File: src/rtl/enemy_spawn_scheduler.sv
// enemy_spawn_scheduler: paces enemy respawns on frame ticks, caps live
// enemies per level, picks a free slot and a rotating spawn point.
module enemy_spawn_scheduler #(
  parameter int NUM_SLOTS     = 8,
  parameter int NUM_SPAWN_PTS = 4,
  parameter int BASE_CAP      = 1
) (
  input  logic                             Clk,
  input  logic                             Reset,
  input  logic                             Frame_Tick,
  input  logic                             Run,
  input  logic [3:0]                       Game_Level,
  input  logic [9:0]                       Enemy_Respawn_Unit_Time,
  input  logic [NUM_SLOTS-1:0]             Enemy_Alive,
  input  logic                             Spawn_Ack,
  output logic                             Spawn_Valid,
  output logic [$clog2(NUM_SLOTS)-1:0]     Spawn_Slot,
  output logic [$clog2(NUM_SPAWN_PTS)-1:0] Spawn_Point,
  output logic [3:0]                       Active_Cap,
  output logic                             Level_Up
);
  localparam int SW = $clog2(NUM_SLOTS);
  localparam int PW = $clog2(NUM_SPAWN_PTS);
  localparam int CW = SW + 1;

  typedef enum logic [2:0] {
    IDLE,
    COUNT,
    CHECK,
    WAIT_FREE,
    REQ
  } state_t;

  state_t        state_q;
  logic [9:0]    cnt_q;
  logic          valid_q;
  logic [SW-1:0] slot_q;
  logic [PW-1:0] point_q;
  logic [3:0]    cap_q;
  logic [3:0]    prev_q;
  logic          lvl_up_q;

  logic [9:0]    unit_d;
  logic [4:0]    cap_sum;
  logic [3:0]    cap_d;
  logic [CW-1:0] live_d;
  logic [SW-1:0] free_d;
  logic          free_ok_d;
  logic          spawn_ok_d;

  // A zero unit time would never expire, so treat it as one frame.
  assign unit_d  = (Enemy_Respawn_Unit_Time == 10'd0) ?
                   10'd1 : Enemy_Respawn_Unit_Time;
  assign cap_sum = {1'b0, Game_Level} + 5'(BASE_CAP);
  assign cap_d   = (cap_sum > 5'(NUM_SLOTS)) ?
                   4'(NUM_SLOTS) : cap_sum[3:0];

  // Live-enemy popcount and lowest free slot search.
  always_comb begin
    live_d    = '0;
    free_d    = '0;
    free_ok_d = 1'b0;
    for (int i = NUM_SLOTS - 1; i >= 0; i--) begin
      live_d = live_d + CW'(Enemy_Alive[i]);
      if (!Enemy_Alive[i]) begin
        free_ok_d = 1'b1;
        free_d    = SW'(i);
      end
    end
  end

  assign spawn_ok_d = free_ok_d &&
                      (16'(live_d) < 16'(cap_q));

  // Spawn sequencer with registered handshake outputs, cap and level pulse.
  always_ff @(posedge Clk) begin
    if (!Reset) begin
      state_q  <= IDLE;
      cnt_q    <= '0;
      valid_q  <= 1'b0;
      slot_q   <= '0;
      point_q  <= '0;
      cap_q    <= 4'(1 + BASE_CAP);
      prev_q   <= 4'd1;
      lvl_up_q <= 1'b0;
    end else begin
      cap_q    <= cap_d;
      prev_q   <= Game_Level;
      lvl_up_q <= (Game_Level > prev_q);
      if (!Run) begin
        state_q <= IDLE;
        valid_q <= 1'b0;
      end else begin
        unique case (state_q)
          IDLE: begin
            cnt_q   <= unit_d;
            state_q <= COUNT;
          end
          COUNT: begin
            if (unit_d < cnt_q) begin
              cnt_q <= unit_d;
            end else if (Frame_Tick) begin
              if (cnt_q == 10'd1) begin
                state_q <= CHECK;
              end else begin
                cnt_q <= cnt_q - 10'd1;
              end
            end
          end
          CHECK, WAIT_FREE: begin
            if (spawn_ok_d) begin
              slot_q  <= free_d;
              valid_q <= 1'b1;
              state_q <= REQ;
            end else begin
              state_q <= WAIT_FREE;
            end
          end
          REQ: begin
            if (Spawn_Ack && valid_q) begin
              valid_q <= 1'b0;
              point_q <= point_q + PW'(1);
              cnt_q   <= unit_d;
              state_q <= COUNT;
            end
          end
          default: begin
            state_q <= IDLE;
            valid_q <= 1'b0;
          end
        endcase
      end
    end
  end

  assign Spawn_Valid = valid_q;
  assign Spawn_Slot  = slot_q;
  assign Spawn_Point = point_q;
  assign Active_Cap  = cap_q;
  assign Level_Up    = lvl_up_q;

endmodule

File: config.mk
export PLATFORM = sky130hd
export DESIGN_NAME = enemy_spawn_scheduler
export DESIGN_NICKNAME = d
export VERILOG_FILES = /design/src/rtl/enemy_spawn_scheduler.sv
export SDC_FILE = /design/constraint.sdc
export NUM_CORES = 1
export LEC_CHECK = 0
export ABC_AREA = 1
export BUFFER_PORTS_ARGS = -buffer_cell sky130_fd_sc_hd__buf_2
export CAP_MARGIN = 15
export CORE_MARGIN = 10
export CORE_UTILIZATION = 40
export DETAILED_ROUTE_END_ITERATION = 8
export SLEW_MARGIN = 30
export SYNTH_ARGS = -nofsm -noshare
export SYNTH_HDL_FRONTEND = slang
export SYNTH_SLANG_ARGS = --single-unit
File: constraint.sdc
create_clock -name Clk -period 4.2 [get_ports Clk]
set_input_delay 0.42 -clock Clk [delete_from_list [all_inputs] [get_ports Clk]]
set_output_delay 0.42 -clock Clk [all_outputs]
set_load 0.005 [all_outputs]
* Yosys cells after proc, flatten, opt, wreduce, memory -nomap -nowiden
Cells that the tools add are included.
Word-level totals: register bits after elaboration 28, bits in latches 0, RAM bits 0, bits in read-only memories 0, input port bits 27, output and inout bits 11, word-level logic and storage cells 83, memories 0
Operators by class: add/sub/neg operators 10, multipliers 0, divide/modulo/power cells 0, order comparisons 4, equality and inequality tests 12, shift operators 0, mux-type cells 32, bitwise logic cells 2, reduce and logical (&&, ||, !) cells 14
Operators with widths (number):
- 2-to-1 mux 10 bit | 5
- 2-to-1 mux 3 bit | 13
- one-hot mux 10 bit (3 select lines) | 1
- adder 4 x 1 -> 4 bit | 4
- one-hot mux 3 bit (4 select lines) | 1
- equality test 10 x 1 -> 1 bit, second input constant | 1
- zero test 10 bit | 1
- < comparator 10 bit | 1
- 2-to-1 mux 1 bit | 10
- inequality test 2 bit, second input constant | 5
- subtractor 10 x 1 -> 10 bit, second input constant | 1
- AND reduction 3 bit | 3
- equality test 3 x 2 -> 1 bit, second input constant | 2
- inequality test 3 bit, second input constant | 2
- OR reduction 2 bit | 3
- adder 4 x 1 -> 5 bit, second input constant | 1
- > comparator 5 x 4 -> 1 bit, second input constant | 1
- AND reduction 5 bit | 1
- adder 3 x 1 -> 4 bit | 1
- > comparator 4 bit | 1
- < comparator 4 bit | 1
- 2-to-1 mux 4 bit | 1
- AND reduction 4 bit | 1
- adder 2 x 1 -> 3 bit | 1
- other kinds (10) | 12

* Longest topological paths before layout
depth in word-level cells 11, mapped depth 16

* Worst setup path before layout
Ideal clock, no wire load.
path kind input to register, start point input Enemy_Alive[0], end point register slot_q[2] (netlist: Spawn_Slot[2]), setup time 117 ps, arrival 3530 ps, data required time 4083 ps, setup slack 554 ps, cell stages on the path 16, cell sequence inv_1 > fa_1 > fa_1 > fa_1 > inv_1 > ha_1 > fa_1 > ha_1 > o21ai_0 > nand2_1 > nand3_1 > nand4_1 > nor2_1 > inv_1 > nand2_1 > a21oi_1
Between the ends: cells in the longest elaborated chain, start to end 4, elaborated cells on any way between the ends 6, classes of those cells add/sub (1); order compare (1); mux (2); reduce/logical (2)
Ends and longest elaborated chain:
- start, declared | RTL line 14 | input logic [NUM_SLOTS-1:0] Enemy_Alive,
- adder 4 x 1 -> 4 bit | RTL line 64 | live_d = live_d + CW'(Enemy_Alive[i]);
- < comparator 4 bit | RTL line 73 | (16'(live_d) < 16'(cap_q));
- logical AND 1 bit | RTL line 72 | assign spawn_ok_d = free_ok_d &&
- AND reduction 3 bit (no line)
- end signal, assigned | RTL line 112 | slot_q <= free_d;
- end, declared | RTL line 37 | logic [SW-1:0] slot_q;
Several ways; a longest one is shown, not always the timed one. A chain may end at the register's enable or synchronous reset.

* Final worst setup path
start point input Enemy_Alive[0], end point register slot_q[1] (netlist: Spawn_Slot[1])
The elaborated chain is that of the path after synthesis.

==> flow_metrics.env <==
export IMPL_synth_area_per_cell_um2=6.78
export IMPL_numCtsBuffers=3
export IMPL_hp_start="Game_Level[3]"
export IMPL_synth_nets=380
export IMPL_grt_max_degree=23
export IMPL_crit_arrival_ps=3890
export IMPL_clock_sinks=28
export IMPL_ys_seq_area_frac=0.254
export IMPL_fin_crit_ps=3730
export IMPL_clock_skew_ps=2.98
export IMPL_grt_pass1_vias=1911
export IMPL_end_kind="flip-flop"
export IMPL_min_to="prev_q[3]"
export IMPL_max_freq_mhz=268
export IMPL_regToRegSetupSlack_ps=2180
export IMPL_p_leak_nw=1.32
export IMPL_dieArea_um2=8900
export IMPL_clk_pin_slew_ps=90
export IMPL_drtAntennaViolNets=0
export IMPL_synth_seq_cells=28
export IMPL_cap_violations=0
export IMPL_critPathMaxFanout=4
export IMPL_dr_pass1_iters=4
export IMPL_cts_buffer_depth=2
export IMPL_crit_reg2reg_launch="cnt_q[9]"
export IMPL_ir_drop_mv=0.165
export IMPL_wl_per_cell_um=10.8
export IMPL_synthCells=326
export IMPL_numPortBuffers=37
export IMPL_rsz0062_at_grt="false"
export IMPL_synth_distinct_cells=32
export IMPL_cts_setup_buffers=0
export IMPL_vias_per_cell=4.62
export IMPL_critPathKind="input pin to flip-flop"
export IMPL_placed_area_um2=2430
export IMPL_hold_depth=3
export IMPL_combPwrFrac=0.353
export IMPL_rr_endpoint="cnt_q[0]"
export IMPL_n_fill_cell=574
export IMPL_p_int_mw=0.520
export IMPL_gp_congestion=0.739
export IMPL_grt_pass1_wl_um=8230
export IMPL_overflow=0
export IMPL_holdWs_ps=398
export IMPL_fin_area_um2=2500
export IMPL_required_ps=4360
export IMPL_clock_latency_ps=270
export IMPL_synth_area_um2=2210
export IMPL_cts_tree="built"
export IMPL_post_cts_resized=0
export IMPL_max_slew_margin_rel=0.690
export IMPL_min_path_type="input pin to flip-flop"
export IMPL_syn_to_final_growth_pct=13.0
export IMPL_hold_viol_final=0
export IMPL_io_pins=38
export IMPL_startpoint_type="input pin"
export IMPL_num_rows=27
export IMPL_dp_hpwl_um=3810
export IMPL_drive_gt1_frac=0.166
export IMPL_cts_root_buf="clkbuf_8"
export IMPL_vias=1972
export IMPL_grt_usage=0.111
export IMPL_yosysWarnings=0
export IMPL_total_power_mw=0.777
export IMPL_num_antenna_cells=0
export IMPL_coreArea_um2=5440
export IMPL_netSwitchingFraction=0.331
export IMPL_die_width_um=94.3
export IMPL_fin_nets=410
export IMPL_ff2ff_path_depth=12
export IMPL_tns_ps=0
export IMPL_p_clk_frac=0.267
export IMPL_period_share=0.888
export IMPL_routed_wl_um=4610
export IMPL_htree_levels=1
export IMPL_power_density_nw_per_um2=311
export IMPL_drv_slew=0
export IMPL_p_sw_mw=0.257
export IMPL_initial_core_util=0.406
export IMPL_seqPwrFrac=0.379
export IMPL_tightestPinTransition_ps=463
export IMPL_drt_iter0_drc=92
export IMPL_holdBufCountCts=0
export IMPL_drc=0
export IMPL_setup_viol=0
export IMPL_status="finished clean"
export IMPL_die_height_um=94.3
export IMPL_antenna_found_initial=0
==> area by class of cell <==
type | instances | area, um2 | share of cell area
clock inverters | 1 | 30.0 | 0.0120
inverters | 58 | 218 | 0.0872
multi-input cells | 228 | 1370 | 0.550
clock buffers | 3 | 41.3 | 0.0165
well taps | 72 | 90.1 | 0.0361
repair buffers | 37 | 185 | 0.0741
flip-flops and latches | 28 | 561 | 0.224
==> Yosys cell counts <==
cell | count | area, um2
buf_6 | 2 | 22.5
nor2_1 | 37 | 139
fa_1 | 4 | 80.1
inv_1 | 56 | 210
nor3_1 | 8 | 40.0
xnor2_1 | 1 | 8.76
nor3_4 | 1 | 16.3
nor2_2 | 2 | 12.5
nand3b_1 | 1 | 7.51
and3_1 | 1 | 6.26
nand4_1 | 3 | 18.8
a21oi_1 | 21 | 105
nand3_1 | 18 | 90.1
nand2_4 | 2 | 22.5
or2_1 | 1 | 6.26
ha_1 | 23 | 288
nand2_2 | 2 | 12.5
o21ai_0 | 6 | 30.0
and2_1 | 1 | 6.26
nand2_1 | 71 | 267
a31oi_1 | 1 | 6.26
nand3_4 | 1 | 17.5
inv_2 | 2 | 7.51
nor4_1 | 1 | 6.26
xor2_1 | 10 | 87.6
nand3_2 | 1 | 10.0
dfxtp_1 | 28 | 561
o21ai_1 | 1 | 5.00
o21bai_1 | 2 | 15.0
o21a_1 | 1 | 7.51
clkbuf_1 | 10 | 37.5
o21ai_2 | 7 | 61.3
==> logic make-up (layout without fill, tap and decap cells) <==
family / count (synthesis) / count (layout) / synth area share
AND/OR/NAND/NOR: 151 / 151 / 0.307
buffers and inverters: 70 / 99 / 0.126
AO/OA/AOI/OAI: 39 / 39 / 0.104
flip-flops: 28 / 28 / 0.254
adder cells (fa/ha/maj): 27 / 27 / 0.166
XOR/XNOR: 11 / 11 / 0.0436
==> flip-flops by register name, indices dropped and copies added, names as in the netlist <==
signal and cells:
cnt_q 10, Active_Cap 4, prev_q 4, Spawn_Slot 3, state_q 3, Spawn_Point 2, Level_Up 1, Spawn_Valid 1
==> power by group through the flow <==
stage	clock, mW	sequential (mW)	combinational, mW
finish	0.208	0.295	0.275
detailed placement	0	0.301	0.277
global placement	0	0.301	0.272
global route	0.228	0.298	0.327
CTS	0.219	0.295	0.279
floorplan	0	0.299	0.216
==> metrics by stage <==
step,cells,setup slack (ps),utilization
after floorplan,326,554,-
after global placement,423,262,0.446
after detailed placement,423,197,0.446
after CTS,427,470,0.459
after global routing,427,229,0.459
final,427,472,0.459
==> worst max-delay path: stages <==
cell and delay (ps):
buf_2 100, inv_1 70, fa_1 550, fa_1 430, fa_1 490, inv_1 40
ha_1 200, fa_1 450, ha_1 270, o21ai_0 70, nand2_1 70, nand3_1 80
nand4_1 140, nor2_1 260, inv_1 110, nand2_1 70, a21oi_1 60
==> layout by cell type (no fill, tap or decap), types with 2 or more instances in the layout <==
| cell type | count |
|---|---|
| nand2_1 | 71 |
| inv_1 | 56 |
| nor2_1 | 37 |
| buf_2 | 37 |
| dfxtp_1 | 28 |
| ha_1 | 23 |
| a21oi_1 | 21 |
| nand3_1 | 18 |
| xor2_1 | 10 |
| nor3_1 | 8 |
| o21ai_2 | 7 |
| o21ai_0 | 6 |
| fa_1 | 4 |
| nand4_1 | 3 |
| clkbuf_8 | 3 |
| inv_2 | 2 |
| o21bai_1 | 2 |
| nor2_2 | 2 |
| nand2_2 | 2 |
| nand2_4 | 2 |
==> worst max path at each step <==
stage | from | to | slack [ps] | cells after the start
6_report | Enemy_Alive[0] | Spawn_Slot[1] | 470 | 17
5_1_grt | Enemy_Alive[0] | Spawn_Slot[2] | 230 | 17
4_1_cts | Enemy_Alive[0] | Spawn_Slot[1] | 470 | 17
3_5_place_dp | Enemy_Alive[0] | Spawn_Slot[1] | 200 | 17
3_3_place_gp | Enemy_Alive[0] | Spawn_Slot[0] | 260 | 17
2_1_floorplan | Enemy_Alive[0] | Spawn_Slot[2] | 550 | 16
==> metal layers <==
layer	vias to the layer above	track usage	routed length (um)
met5	-	0	0
met4	0	0.0241	31
met3	2	0.0333	271
met2	33	0.190	2180
met1	867	0.133	2130
li1	1070	-	-
Power figures use the tool's default switching activity.
